<file path="config.mk">
export PLATFORM = sky130hd
export DESIGN_NAME = led_scan_ctrl_flat
export DESIGN_NICKNAME = d
export VERILOG_FILES = /design/src/rtl/led_scan_pkg.sv /design/src/rtl/led_scan_if.sv /design/src/rtl/led_scan_ctrl_btn_debounce.sv /design/src/rtl/led_scan_ctrl.sv /design/src/flat_wrapper.sv
export SDC_FILE = /design/constraint.sdc
export NUM_CORES = 1
export LEC_CHECK = 0
export CAP_MARGIN = 5
export CORE_MARGIN = 3
export CORE_UTILIZATION = 51
export CTS_CLUSTER_SIZE = 20
export DETAILED_ROUTE_END_ITERATION = 12
export PLACE_DENSITY = 0.79
export SLEW_MARGIN = 20
export SYNTH_ARGS = -nofsm -noshare
export SYNTH_HDL_FRONTEND = slang
export SYNTH_HIERARCHICAL = 1
export SYNTH_SLANG_ARGS = --single-unit
export TNS_END_PERCENT = 50
</file>
<file path="constraint.sdc">
create_clock -name sys_clk -period 13.09 [get_ports sys_clk]
set_clock_uncertainty 0.15 [all_clocks]
set_input_delay 3.927 -clock sys_clk [delete_from_list [all_inputs] [get_ports sys_clk]]
set_output_delay 3.927 -clock sys_clk [all_outputs]
set_load 0.01 [all_outputs]
</file>
<file path="src/rtl/led_scan_pkg.sv">
// led_scan_pkg: shared constants and helpers for the scanned RGB LED driver.
// Optional feature macro used by the top: LED_SCAN_BLANK_EN.
package led_scan_pkg;

    localparam int NUM_CH = 3;
    localparam int CH_R   = 2;
    localparam int CH_G   = 1;
    localparam int CH_B   = 0;

    // Upper bounds for the generic channel extractor below.
    localparam int MAX_VEC_W    = 4096;
    localparam int MAX_PWM_BITS = 16;

    // Extract channel ch of LED led from a packed {LED n-1 .. LED 0} vector,
    // where each LED is {red, green, blue} of pwm_bits each.
    function automatic logic [MAX_PWM_BITS-1:0] get_chan(
        input logic [MAX_VEC_W-1:0] vec,
        input int                   led,
        input int                   ch,
        input int                   pwm_bits
    );
        logic [MAX_PWM_BITS-1:0] mask;
        mask = (MAX_PWM_BITS'(1) << pwm_bits) - MAX_PWM_BITS'(1);
        return MAX_PWM_BITS'(vec >> ((led * NUM_CH + ch) * pwm_bits)) & mask;
    endfunction

endpackage

</file>
<file path="src/rtl/led_scan_if.sv">
// led_scan_if: shadow-frame write port (one LED's intensities per cycle).
interface led_scan_if #(
    parameter int NUM_LEDS = 7,
    parameter int PWM_BITS = 4
);
    import led_scan_pkg::*;

    localparam int IDX_W = (NUM_LEDS > 1) ? $clog2(NUM_LEDS) : 1;

    logic                       wr_en;
    logic [IDX_W-1:0]           wr_idx;
    logic [NUM_CH*PWM_BITS-1:0] wr_data;

    modport master (output wr_en, output wr_idx, output wr_data);
    modport slave  (input  wr_en, input  wr_idx, input  wr_data);

endinterface

</file>
<file path="src/rtl/led_scan_ctrl_btn_debounce.sv">
// btn_debounce: 2-flop synchroniser, polarity fix, stability counter,
// debounced level and a one-cycle pulse on an accepted press.
module btn_debounce #(
    parameter int DEBOUNCE_CYCLES = 65536,
    parameter bit ACTIVE_LOW      = 1'b1
) (
    input  logic clk_i,
    input  logic rst_ni,
    input  logic btn_raw_i,
    output logic state_o,
    output logic press_o
);
    localparam int CW = $clog2(DEBOUNCE_CYCLES);

    logic          sync1_q, sync2_q;
    logic          level_s;
    logic          state_q, state_d;
    logic          press_q, press_d;
    logic [CW-1:0] cnt_q, cnt_d;

    // Pressed = 1 after optional inversion of the synchronised pin.
    assign level_s = sync2_q ^ ACTIVE_LOW;

    // Synchroniser flops reset to the idle pin level so reset reads "released".
    always_ff @(posedge clk_i or negedge rst_ni) begin
        if (!rst_ni) begin
            sync1_q <= ACTIVE_LOW;
            sync2_q <= ACTIVE_LOW;
        end else begin
            sync1_q <= btn_raw_i;
            sync2_q <= sync1_q;
        end
    end

    // Count consecutive cycles of disagreement; accept the level on the last one.
    always_comb begin
        state_d = state_q;
        press_d = 1'b0;
        cnt_d   = '0;
        if (level_s != state_q) begin
            if (cnt_q == CW'(DEBOUNCE_CYCLES - 1)) begin
                state_d = level_s;
                press_d = level_s;
                cnt_d   = '0;
            end else begin
                cnt_d = cnt_q + CW'(1);
            end
        end else begin
            cnt_d = '0;
        end
    end

    // Debounce state registers.
    always_ff @(posedge clk_i or negedge rst_ni) begin
        if (!rst_ni) begin
            state_q <= 1'b0;
            press_q <= 1'b0;
            cnt_q   <= '0;
        end else begin
            state_q <= state_d;
            press_q <= press_d;
            cnt_q   <= cnt_d;
        end
    end

    assign state_o = state_q;
    assign press_o = press_q;

endmodule

</file>
<file path="src/rtl/led_scan_ctrl.sv">
// led_scan_ctrl: time-multiplexed RGB LED scan with per-channel PWM,
// double-buffered frame, and debounced buttons.
// Optional: define LED_SCAN_BLANK_EN to blank all LEDs during pwm step 0.
module led_scan_ctrl
    import led_scan_pkg::*;
#(
    parameter int NUM_LEDS        = 7,
    parameter int NUM_BUTTONS     = 2,
    parameter int PWM_BITS        = 4,
    parameter int SLOT_DIV        = 64,
    parameter int DEBOUNCE_CYCLES = 65536,
    parameter bit BTN_ACTIVE_LOW  = 1'b1
) (
    input  logic                   sys_clk,
    input  logic                   sys_rst_n,
    led_scan_if.slave              wr_bus,
    output logic                   frame_start,
    output logic [NUM_CH-1:0]      user_leds_color,
    output logic [NUM_LEDS-1:0]    user_leds_en,
    input  logic [NUM_BUTTONS-1:0] user_buttons,
    output logic [NUM_BUTTONS-1:0] btn_state,
    output logic [NUM_BUTTONS-1:0] btn_press
);
    localparam int IDX_W   = (NUM_LEDS > 1) ? $clog2(NUM_LEDS) : 1;
    localparam int PRE_W   = (SLOT_DIV > 1) ? $clog2(SLOT_DIV) : 1;
    localparam int LED_W   = NUM_CH * PWM_BITS;
    localparam int FRAME_W = NUM_LEDS * LED_W;

    logic [PRE_W-1:0]    presc_q, presc_d;
    logic [PWM_BITS-1:0] pwm_q, pwm_d;
    logic [IDX_W-1:0]    slot_q, slot_d;
    logic [FRAME_W-1:0]  shadow_q, active_q;
    logic                frame_start_q, frame_start_d;
    logic [NUM_CH-1:0]   color_q, color_d;
    logic [NUM_LEDS-1:0] en_q, en_d;
    logic                step_s, pwm_wrap_s, frame_wrap_s, wr_hit_s, blank_s;
    logic [MAX_VEC_W-1:0] active_ext_s;

    assign step_s       = (presc_q == PRE_W'(SLOT_DIV - 1));
    assign pwm_wrap_s   = step_s && (pwm_q == {PWM_BITS{1'b1}});
    assign frame_wrap_s = pwm_wrap_s && (slot_q == IDX_W'(NUM_LEDS - 1));
    assign wr_hit_s     = wr_bus.wr_en && (int'(wr_bus.wr_idx) < NUM_LEDS);
    assign active_ext_s = MAX_VEC_W'(active_q);

`ifdef LED_SCAN_BLANK_EN
    assign blank_s = (pwm_q == '0);
`else
    assign blank_s = 1'b0;
`endif

    // Prescaler -> pwm step -> slot counter chain.
    always_comb begin
        presc_d = step_s ? '0 : presc_q + PRE_W'(1);
        pwm_d   = step_s ? pwm_q + PWM_BITS'(1) : pwm_q;
        if (frame_wrap_s) begin
            slot_d = '0;
        end else if (pwm_wrap_s) begin
            slot_d = slot_q + IDX_W'(1);
        end else begin
            slot_d = slot_q;
        end
    end

    // Output drive for the current counter position; registered below so
    // enable and color always change on the same edge.
    always_comb begin
        frame_start_d = (presc_q == '0) && (pwm_q == '0) && (slot_q == '0);
        en_d          = '0;
        color_d       = {NUM_CH{1'b1}};
        for (int i = 0; i < NUM_LEDS; i++) begin
            en_d[i] = (int'(slot_q) == i);
        end
        for (int ch = 0; ch < NUM_CH; ch++) begin
            color_d[ch] = !(pwm_q < PWM_BITS'(get_chan(active_ext_s, int'(slot_q), ch, PWM_BITS)));
        end
        if (blank_s) begin
            en_d    = '0;
            color_d = {NUM_CH{1'b1}};
        end else begin
            en_d    = en_d;
            color_d = color_d;
        end
    end

    // Scan counters and registered outputs.
    always_ff @(posedge sys_clk or negedge sys_rst_n) begin
        if (!sys_rst_n) begin
            presc_q       <= '0;
            pwm_q         <= '0;
            slot_q        <= '0;
            frame_start_q <= 1'b0;
            en_q          <= '0;
            color_q       <= {NUM_CH{1'b1}};
        end else begin
            presc_q       <= presc_d;
            pwm_q         <= pwm_d;
            slot_q        <= slot_d;
            frame_start_q <= frame_start_d;
            en_q          <= en_d;
            color_q       <= color_d;
        end
    end

    // Shadow frame takes host writes; out-of-range indices are dropped.
    always_ff @(posedge sys_clk or negedge sys_rst_n) begin
        if (!sys_rst_n) begin
            shadow_q <= '0;
        end else if (wr_hit_s) begin
            shadow_q[int'(wr_bus.wr_idx)*LED_W +: LED_W] <= wr_bus.wr_data;
        end else begin
            shadow_q <= shadow_q;
        end
    end

    // Whole frame is latched into the active buffer as the slot counter wraps;
    // a write on the same edge only reaches shadow.
    always_ff @(posedge sys_clk or negedge sys_rst_n) begin
        if (!sys_rst_n) begin
            active_q <= '0;
        end else if (frame_wrap_s) begin
            active_q <= shadow_q;
        end else begin
            active_q <= active_q;
        end
    end

    assign frame_start     = frame_start_q;
    assign user_leds_en    = en_q;
    assign user_leds_color = color_q;

    for (genvar b = 0; b < NUM_BUTTONS; b++) begin : g_btn
        btn_debounce #(
            .DEBOUNCE_CYCLES (DEBOUNCE_CYCLES),
            .ACTIVE_LOW      (BTN_ACTIVE_LOW)
        ) u_debounce (
            .clk_i     (sys_clk),
            .rst_ni    (sys_rst_n),
            .btn_raw_i (user_buttons[b]),
            .state_o   (btn_state[b]),
            .press_o   (btn_press[b])
        );
    end

endmodule

</file>
<file path="src/flat_wrapper.sv">
// flat-port wrapper written by rule: the top's interface ports become plain ports
module led_scan_ctrl_flat import led_scan_pkg::*;
#(
    parameter int NUM_LEDS        = 7,
    parameter int NUM_BUTTONS     = 2,
    parameter int PWM_BITS        = 4,
    parameter int SLOT_DIV        = 64,
    parameter int DEBOUNCE_CYCLES = 65536,
    parameter bit BTN_ACTIVE_LOW  = 1'b1
)
  (sys_clk, sys_rst_n, frame_start, user_leds_color, user_leds_en, user_buttons, btn_state, btn_press, wr_bus_wr_en, wr_bus_wr_idx, wr_bus_wr_data);
  led_scan_if #(.NUM_LEDS(NUM_LEDS), .PWM_BITS(PWM_BITS)) wr_bus_i ();
  input  logic sys_clk;
  input  logic sys_rst_n;
  output logic frame_start;
  output logic [NUM_CH-1:0] user_leds_color;
  output logic [NUM_LEDS-1:0] user_leds_en;
  input  logic [NUM_BUTTONS-1:0] user_buttons;
  output logic [NUM_BUTTONS-1:0] btn_state;
  output logic [NUM_BUTTONS-1:0] btn_press;
  input wire logic [$bits(wr_bus_i.wr_en)-1:0] wr_bus_wr_en;
  input wire logic [$bits(wr_bus_i.wr_idx)-1:0] wr_bus_wr_idx;
  input wire logic [$bits(wr_bus_i.wr_data)-1:0] wr_bus_wr_data;
  assign wr_bus_i.wr_en = wr_bus_wr_en;
  assign wr_bus_i.wr_idx = wr_bus_wr_idx;
  assign wr_bus_i.wr_data = wr_bus_wr_data;
  led_scan_ctrl #(.NUM_LEDS(NUM_LEDS), .NUM_BUTTONS(NUM_BUTTONS), .PWM_BITS(PWM_BITS), .SLOT_DIV(SLOT_DIV), .DEBOUNCE_CYCLES(DEBOUNCE_CYCLES), .BTN_ACTIVE_LOW(BTN_ACTIVE_LOW)) u_core (.sys_clk(sys_clk), .sys_rst_n(sys_rst_n), .wr_bus(wr_bus_i), .frame_start(frame_start), .user_leds_color(user_leds_color), .user_leds_en(user_leds_en), .user_buttons(user_buttons), .btn_state(btn_state), .btn_press(btn_press));
endmodule
</file>
==> results.toml <==
[setup_path]
start_kind = "primary input"
r2r-start = "u_core/slot_q[0]$_DFFE_PN0P_"
required_ns = 13.35
crit_chain = "buf_2 > ha_1 > fa_1 > xor2_1 > buf_4 > nor3_1 > ha_1 > inv_1 > and3_1 > o211ai_1 > mux2_2"
crit_path_end = "u_core/shadow_q[74]$_DFFE_PN0P_"
slowest_delay_ns = 0.66
reg2reg_depth = 12
regToRegSetupSlack_ns = 8.61
critPathKind = "primary input to register"
cp_slowest_cell = "buf_2"
crit_path_start = "wr_bus_wr_idx[0]"
crit_buf_inv = 3
arrival_ns = 8.30
path_delay_family = "adder cells"
rr_endpoint = "u_core/user_leds_color[1]$_DFF_PN1_"
cp.depth = 11
end_kind = "register"
crit_fanout = 53
cp_common_cell = "ha_1"

[floorplan]
die_area_um2 = 26100
core_um2 = 23600
boundaryPins = 35
fp-row-count = 56
dieHeight_um = 161
start_util_pct = 52.2
dieWidth_um = 161

[logic_synthesis]
synth.net_count = 1060
yosysUniqueCellTypes = 84
synth_flop_cell = "dfrtp_1"
syn-instance-count = 1009
synth_edf_count = 0
syn_avg_cell_area_um2 = 12.2
ys_warn_count = 6
netlist_area_um2 = 12300
synth-seq-cells = 232
yosysSeqAreaShare_pct = 47.2
ys_async_sr_fraction_pct = 100

[timing]
setup_tns_ns = 0
rsz0062_at_grt = "no"
timing.hold.ws_ns = 0.211
fin_crit_sh_pct = 61.4
fmax_ghz = 0.124
period_minus_slack_ns = 8.03
tightest_slew_ns = 1.11
slew_headroom_pct = 25.8
finalHoldViolCount = 0
slew_viol_final = 0
final-setup-viol-count = 0

[power]
p_leak_nw = 6.08
powerDensity_nw_per_um2 = 125
vdd.ir_drop.worst_mv = 0.0733
finalPower_mw = 1.70

[grt]
antenna_found_initial = 0
globalRouteTotalUtil_pct = 23.3
grt-ovfl-total = 0
grt_start_max_net_pins = 90
grt_pass1_vias = 8597
grt_pass1_wl_um = 48100

[placement]
gp_congestion = 0.966
portBuffers = 34
hpwl_um = 21400
placed_area_um2 = 12800
dp_cells = 1316

[clocking]
cts_inserted_buffers = 24
cts_resized = 0
cts_max_level = 1
path_clk_slew_ns = 0.06
cts_hold_buf = 0
cts-root-buf = "clkbuf_16"
cts_tree = "yes"
cts_num_sinks = 232
clk_latency_ns = 0.52
clockBufferDepth = 3
cts_setup_buffers = 0

[finish]
fin_nets = 1075
syn_to_final_growth_pct = 10.4
nFillCells = 1905
drive_above_1_share_pct = 28.0
design_area_um2 = 13600
diodes = 0
stdcell_count = 1360

[job]
cap_violations = 0

[routing]
routed_via_density = 6.22
drt_iter0_markers = 923
finalWirelength_um = 29900
first_pass_iters = 5
ant_nets = 0
wl_per_cell_um = 22.0
vias = 8460
route.detailed.drc = 0

[hold_path]
hold_path_class = "register to register"

[run_status]
status = "finished clean"
## cells by family (layout without fill, tap and decap cells)
group           count (synthesis)  after routing  share of synthesized area (%)
flops                         232            232                           47.2
fa+ha+maj                      31             31                           3.27
buf+inv                        75            107                           2.94
xor+xnor                       46             46                           3.73
simple gates                  254            254                           11.3
mux                           210            210                           22.0
compound gates                161            161                           9.59
## cell usage after synthesis, drive strengths merged (7+ instances only)
master,count,area [um2]
mux4,30,676
clkbuf,12,46.3
o31ai,9,81.3
nor2b,12,75.1
and4,8,70.1
o21ai,32,168
nand4,20,131
xnor2,17,205
mux2,174,1970
nand2,58,218
and3,13,81.3
a21oi,31,159
inv,19,71.3
nor2,64,272
dfrtp,225,5630
ha,29,363
dfstp,7,184
a31oi,7,43.8
a22o,20,175
xor2,29,254
buf,42,236
nor3,18,106
nand3,27,165
## per-layer routing
metal | wire length (um) | vias to the layer above | global-route usage, %
met5 | 0 | - | 0
li1 | - | 3768 | -
met1 | 12800 | 4250 | 32.7
met4 | 1130 | 0 | 8.60
met3 | 2310 | 82 | 4.72
met2 | 13700 | 360 | 36.2
## stage by stage
stage | utilization, % | setup slack [ns]
final | 57.6 | 5.06
after global routing | 57.6 | 4.68
after global placement | 54.4 | 4.70
after floorplan | - | 6.02
after CTS | 57.5 | 5.10
after detailed placement | 54.4 | 4.58
## layout make-up
type | instances | area (um2) | area share [%]
Multi-Input combinational cell | 702 | 6160 | 45.2
Sequential cell | 232 | 5820 | 42.7
Clock buffer | 38 | 673 | 4.95
Timing Repair Buffer | 43 | 420 | 3.09
Tap cell | 319 | 399 | 2.93
Inverter | 21 | 78.8 | 0.579
Clock inverter | 5 | 61.3 | 0.451
## power breakdown
part / leakage [nW] / internal, mW / switching [mW] / total [mW]
logic: 2.58 / 0.0962 / 0.118 / 0.214
clock network: 0.357 / 0.372 / 0.267 / 0.639
registers: 3.14 / 0.795 / 0.0466 / 0.842
total: 6.08 / 1.26 / 0.432 / 1.70
## how the worst min path moves through the flow
stage                                                  from                                      endpoint  slack (ns)  depth (start not counted)
6_report       u_core/g_btn[1].u_debounce/sync1_q$_DFF_PN1_  u_core/g_btn[1].u_debounce/sync2_q$_DFF_PN1_        0.21                          0
5_1_grt        u_core/g_btn[1].u_debounce/sync1_q$_DFF_PN1_  u_core/g_btn[1].u_debounce/sync2_q$_DFF_PN1_        0.21                          0
4_1_cts        u_core/g_btn[1].u_debounce/sync1_q$_DFF_PN1_  u_core/g_btn[1].u_debounce/sync2_q$_DFF_PN1_        0.21                          0
3_5_place_dp   u_core/g_btn[1].u_debounce/sync1_q$_DFF_PN1_  u_core/g_btn[1].u_debounce/sync2_q$_DFF_PN1_        0.20                          0
3_3_place_gp   u_core/g_btn[0].u_debounce/sync1_q$_DFF_PN1_  u_core/g_btn[0].u_debounce/sync2_q$_DFF_PN1_        0.20                          0
2_1_floorplan  u_core/g_btn[0].u_debounce/sync1_q$_DFF_PN1_  u_core/g_btn[0].u_debounce/sync2_q$_DFF_PN1_        0.20                          0
## sequential cells by signal, indices dropped and copies added (netlist names)
| name | flops |
|---|---|
| u_core/shadow_q | 84 |
| u_core/pwm_q | 4 |
| u_core/user_leds_en | 7 |
| u_core/active_q | 84 |
| u_core/presc_q | 6 |
| u_core/g_btn.u_debounce/press_o | 2 |
| u_core/g_btn.u_debounce/sync2_q | 2 |
| u_core/g_btn.u_debounce/cnt_q | 32 |
| u_core/g_btn.u_debounce/sync1_q | 2 |
| u_core/g_btn.u_debounce/state_o | 2 |
| u_core/frame_start | 1 |
| u_core/slot_q | 3 |
| u_core/user_leds_color | 3 |
## cell usage in the layout, fill, tap and decap left out, types with 5 or more instances in the layout
cell type and n:
dfrtp_1 224, mux2_2 170, nor2_1 58, nand2_1 58
clkdlybuf4s50_1 32, mux4_2 30, a21oi_1 30, xor2_1 29
ha_1 29, o21ai_0 28, clkbuf_16 24, nand3_1 24
a22o_1 20, nand4_1 19, inv_1 18, nor3_1 15
xnor2_1 14, and3_1 13, clkbuf_1 12, nor2b_1 12
o31ai_1 8, and4_1 8, buf_4 8, a31oi_1 7
dfstp_2 7, a221o_1 6, mux2i_1 6, a22oi_1 6
a21o_1 6, nand2b_1 5, and2_1 5
(Power assumes the default switching activity.)
==> RTL change 1 (same settings) <==
Take the reset off `en_q` and load it in a clocked block of its own.
--- a/src/rtl/led_scan_ctrl.sv
+++ b/src/rtl/led_scan_ctrl.sv
@@ -89,16 +89,18 @@
             pwm_q         <= '0;
             slot_q        <= '0;
             frame_start_q <= 1'b0;
-            en_q          <= '0;
             color_q       <= {NUM_CH{1'b1}};
         end else begin
             presc_q       <= presc_d;
             pwm_q         <= pwm_d;
             slot_q        <= slot_d;
             frame_start_q <= frame_start_d;
-            en_q          <= en_d;
             color_q       <= color_d;
         end
+    end
+
+    always_ff @(posedge sys_clk) begin
+        en_q <= en_d;
     end
 
     // Shadow frame takes host writes; out-of-range indices are dropped.
Behaviour: not the same (Yosys sat finds a counterexample within 4 cycles, from zero or initial values and one cycle with sys_rst_n low).
==> RTL change 1 against the unedited design <==
Routed wire length rose by 0.71%; non-clock buffer count is 1 higher; power rose by 2.4%; setup slack lost 0.46 ns; die area decreased by 2.0%; clock power rose by 3%; highest routed layer is now met5; final cell count grew 0.37%; design area shrank 1.0%; sequential cell count unchanged; utilization increased by 1.1 points; critical path depth unchanged; area after synthesis fell by 2.0%; critical endpoint is now u_core/shadow_q[73]; first-iteration DRC count grew 10%.
==> RTL change 1: results (changes against the unedited design) <==
stage,metric,value,unit,change
cells_and_area,buffer share of cell area,0.0327,,+0.00181
timing,Highest Clock Rate,0.118,GHz,-5.4%
setup_path,reg2reg start,u_core/slot_q[1],,
synth,"Async S/R FF share, synth",0.970,,-0.0302
run_status,status,finished clean,,
setup_path,R2R depth,13,,+1
synth,Synth cell types,75,,-11%
grt,vias in the first global route,8312,,-3.3%
place,Placer Congestion,0.961,,-0.57%
setup_path,CP arrival,8.77,ns,+0.47 ns
cells_and_area,clock-cell share of area,0.0571,,+0.00307
synth,Post-synth top cells,"218 x dfrtp_1, 164 x mux2_2, 66 x nand2_1, 66 x nor2_1, 42 x o21ai_0",,
synth,area share of xor/xnor cells in the synthesized design,0.0318,,-0.00544
grt,met3 Usage GRT,0.0446,,-0.00257
min_path,min-delay src,u_core/g_btn[0].u_debounce/sync1_q,,
setup_path,slowest CP cell,o311ai_1,,
synth,synth top area cells,"dfrtp_1 45%, mux2_2 15%, mux4_2 5.2%, ha_1 3.0%, nand2_1 2.1%",,
place,placed cell count,1318,,+0.15%
cells_and_area,FILL cells,1871,,-1.8%
setup_path,maximum fanout along the worst path,46,,-13%
power,clock network power share,0.380,,+0.003
cells_and_area,multi-input combinational area share,0.445,,-0.00784
power,switching part of the total power,0.263,,+0.00806
synth,mux cell area share after synthesis,0.229,,+0.00935
min_path,Hold Crit Endpoint,u_core/g_btn[0].u_debounce/sync2_q,,
cells_and_area,#MultiIn Comb,704,,+0.28%
timing,Tightest Pin Transition,1.14,ns,+0.0293 ns
cells_and_area,fraction of area in registers,0.429,,+0.00175
detailed_routing,via density per instance,6.23,,+0.21%
cells_and_area,layout cells sized above 1,0.260,,-0.0200
power,power share of the sequential group,0.496,,about the same
power,pwr/cell area,129,mW/mm^2,+3.5%
setup_path,Worst path max stage delay,0.68,ns,+0.02 ns
RTL change 1: cell count changes in the layout (fill, tap and decap cells not counted), moves of 5 or more:
cell and delta:
a21oi_1 -5, a22o_1 -15, a22oi_1 -6, a31oi_1 -5, dfrtp_1 -6, dfxtp_1 +7
inv_1 +5, mux2_2 -6, mux2i_1 +17, nand2_1 +8, nand3_1 -6, nor2_1 +7
o21ai_0 +14
RTL change 1: cells by family after synthesis:
family,count (synthesis)
simple gates,260
mux,219
flops,232
fa+ha+maj,31
xor+xnor,43
compound gates,151
buf+inv,75
RTL change 1: worst max-delay path: cells and delay by family:
family | cells | cell delay, ns
and+or+nand+nor | 2 | 0.41
xor gates and xnor gates | 1 | 0.47
muxes | 1 | 0.41
AOI/OAI and AO/OA | 1 | 0.68
adders and majority gates | 3 | 1.63
buffers and inverters | 3 | 1.22
RTL change 1: metal layers:
layer  vias to the layer above  part of all wire
met5                         -           0.00033
met4                         2             0.043
met3                        87             0.076
met2                       399              0.44
met1                      4266              0.44
li1                       3755                 -
==> RTL change 2 (config.mk and constraints unchanged) <==
Made on the original files. The option `LED_SCAN_BLANK_EN` is turned on by a define.
--- a/src/rtl/led_scan_ctrl.sv
+++ b/src/rtl/led_scan_ctrl.sv
@@ -1,6 +1,8 @@
 // led_scan_ctrl: time-multiplexed RGB LED scan with per-channel PWM,
 // double-buffered frame, and debounced buttons.
 // Optional: define LED_SCAN_BLANK_EN to blank all LEDs during pwm step 0.
+`define LED_SCAN_BLANK_EN
+
 module led_scan_ctrl
     import led_scan_pkg::*;
 #(
Formal check against the unedited RTL: not equivalent (Yosys sat finds a counterexample within 4 cycles, from zero or initial values and one cycle with sys_rst_n low).
==> RTL change 2 against the unedited design <==
Power up 5.9%; largest power group unchanged; final cell count is 1.6% higher; routed wire length about the same; critical endpoint is now u_core/shadow_q[6]; area after synthesis fell by 0.30%; design area increased by 0.64%; sequential cell count stayed put; setup slack better by 0.31 ns.
==> RTL change 2: results (changes against the unedited design) <==
stage,metric,value,unit,change
place,Port-buffer cells,34,,unchanged
min_path,HP Class,flip-flop to flip-flop,,
detailed_routing,max layer used,met5,,
setup_path,maximum fanout along the worst path,30,,-43%
detailed_routing,DRT iter0 DRCs,854,,-7.5%
detailed_routing,via count,8628,,+2.0%
power,switching part of the total power,0.252,,-0.00223
place,Placer Congestion,0.947,,-2.0%
timing,final count of pins violating max slew,0,,unchanged
detailed_routing,TritonRoute pass-1 iters,6,,+1
synth,post-synth top area share,0.458,,+0.00140
synth,Synth cell types,76,,-9.5%
synth,Adder-Cell Fraction of Synth Area,0.0328,,+0.0000999
place,post-DP HPWL,20900,um,-2.1%
setup_path,Worst path max stage delay,0.92,ns,+0.26 ns
synth,Post-synth top cells,"225 x dfrtp_1, 160 x mux2_2, 69 x nand2_1",,
place,dpl cell area,0.0128,sq mm,-0.18%
power,VDD IR max,81.8,uV,+12%
detailed_routing,Met3 Routed Length,2040,um,-12%
place,placed cell count,1338,,+1.7%
setup_path,CP arrival,7.98,ns,-0.32 ns
cells_and_area,layout cells sized above 1,0.274,,-0.00579
clocking,clk slew on worst S/H paths,0.06,ns,about the same
setup_path,slowest CP cell,and4_1,,
grt,GRT Overall Usage,0.231,,-0.00235
cells_and_area,final non-filler cell total,1382,,+1.6%
detailed_routing,met2 wire len,13700,um,about the same
place,pre-CTS setup slack,4.87,ns,+0.293 ns
synth,Syn Area/Cell,11.9,sq um,-2.2%
synth,Synth Area in Compound Gates,0.0923,,-0.00358
grt,largest net degree at the start of global routing,108,,+20%
synth,mux cell area share after synthesis,0.218,,-0.00198
power,combinational power,0.000208,W,-3%
clocking,latest clock arrival within the worst-skew pair,0.52,ns,about the same
run_status,status,finished clean,,
power,Power Clock,0.000736,W,+15%
timing,Tightest Pin Transition,1.12,ns,+0.00975 ns
synth,"Seq/Total Area, Yosys",0.473,,+0.00144
grt,vias in the first global route,8194,,-4.7%
synth,synth top area cells,"dfrtp_1 46%, mux2_2 15%, mux4_2 4.8%, ha_1 3.0%, nand2_1 2.1%",,
detailed_routing,M1 WL,12900,um,+1.4%
power,leakage,6.17,nW,+1.5%
cells_and_area,register area,0.00581,sq mm,about the same
clocking,CTS H-Tree Depth,1,,unchanged
cells_and_area,FILL cells,1902,,-0.16%
grt,initial antenna violation count,1,,+1
cells_and_area,Final nets,1096,,+2.0%
detailed_routing,WL per Instance,21.6,um,-1.6%
synth,area share of xor/xnor cells in the synthesized design,0.0319,,-0.00539
power,Switch Pwr,0.000453,W,+4.9%
grt,first-pass GRT wire length,47700,um,-0.93%
synth,"Async S/R FF share, synth",1.00,,unchanged
clocking,clock root buffer,clkbuf_16,,
==> RTL change 2: changes by cell type in the layout (fill, tap and decap cells not counted), sizes merged, moves of 7 or more <==
cell / delta
a21oi: -13
nand2b: +9
clkbuf: -11
a22o: -7
o21ai: +17
o31ai: -7
nand2: +11
==> RTL change 2: final timing paths <==
kind,end,from,cells after the start,slack [ns]
worst max register to register,u_core/user_leds_color[1],u_core/slot_q[1],12,8.74
max in group asynchronous,u_core/g_btn[0].u_debounce/cnt_q[3],sys_rst_n,2,8.12
worst max-delay path,u_core/shadow_q[6],wr_bus_wr_idx[1],8,5.36
worst min-delay path,u_core/g_btn[0].u_debounce/sync2_q,u_core/g_btn[0].u_debounce/sync1_q,0,0.20
worst min register to register,u_core/g_btn[0].u_debounce/sync2_q,u_core/g_btn[0].u_debounce/sync1_q,0,0.20
min in group asynchronous,u_core/g_btn[1].u_debounce/state_o,sys_rst_n,1,3.30
==> RTL change 2: area by class of cell <==
type | count | area share
inverters | 20 | 0.00548
clock buffers | 27 | 0.0477
repair buffers | 48 | 0.0325
well taps | 319 | 0.0292
flip-flops and latches | 232 | 0.425
clock inverters | 17 | 0.0155
multi-input cells | 719 | 0.445
==> RTL change 2: worst max-delay path, delay by kind of cell <==
kind	cells	cell delay, ns
and+or+nand+nor	2	1.53
adders and majority gates	2	0.94
buffers and inverters	1	0.49
xor gates and xnor gates	1	0.40
muxes	1	0.37
AOI/OAI and AO/OA	1	0.30
==> RTL change 2: layer usage <==
| layer | global-route usage | vias to the layer above |
|---|---|---|
| met2 | 0.361 | 368 |
| li1 | - | 3825 |
| met3 | 0.0354 | 94 |
| met4 | 0.0770 | 2 |
| met1 | 0.333 | 4339 |
| met5 | 0 | - |
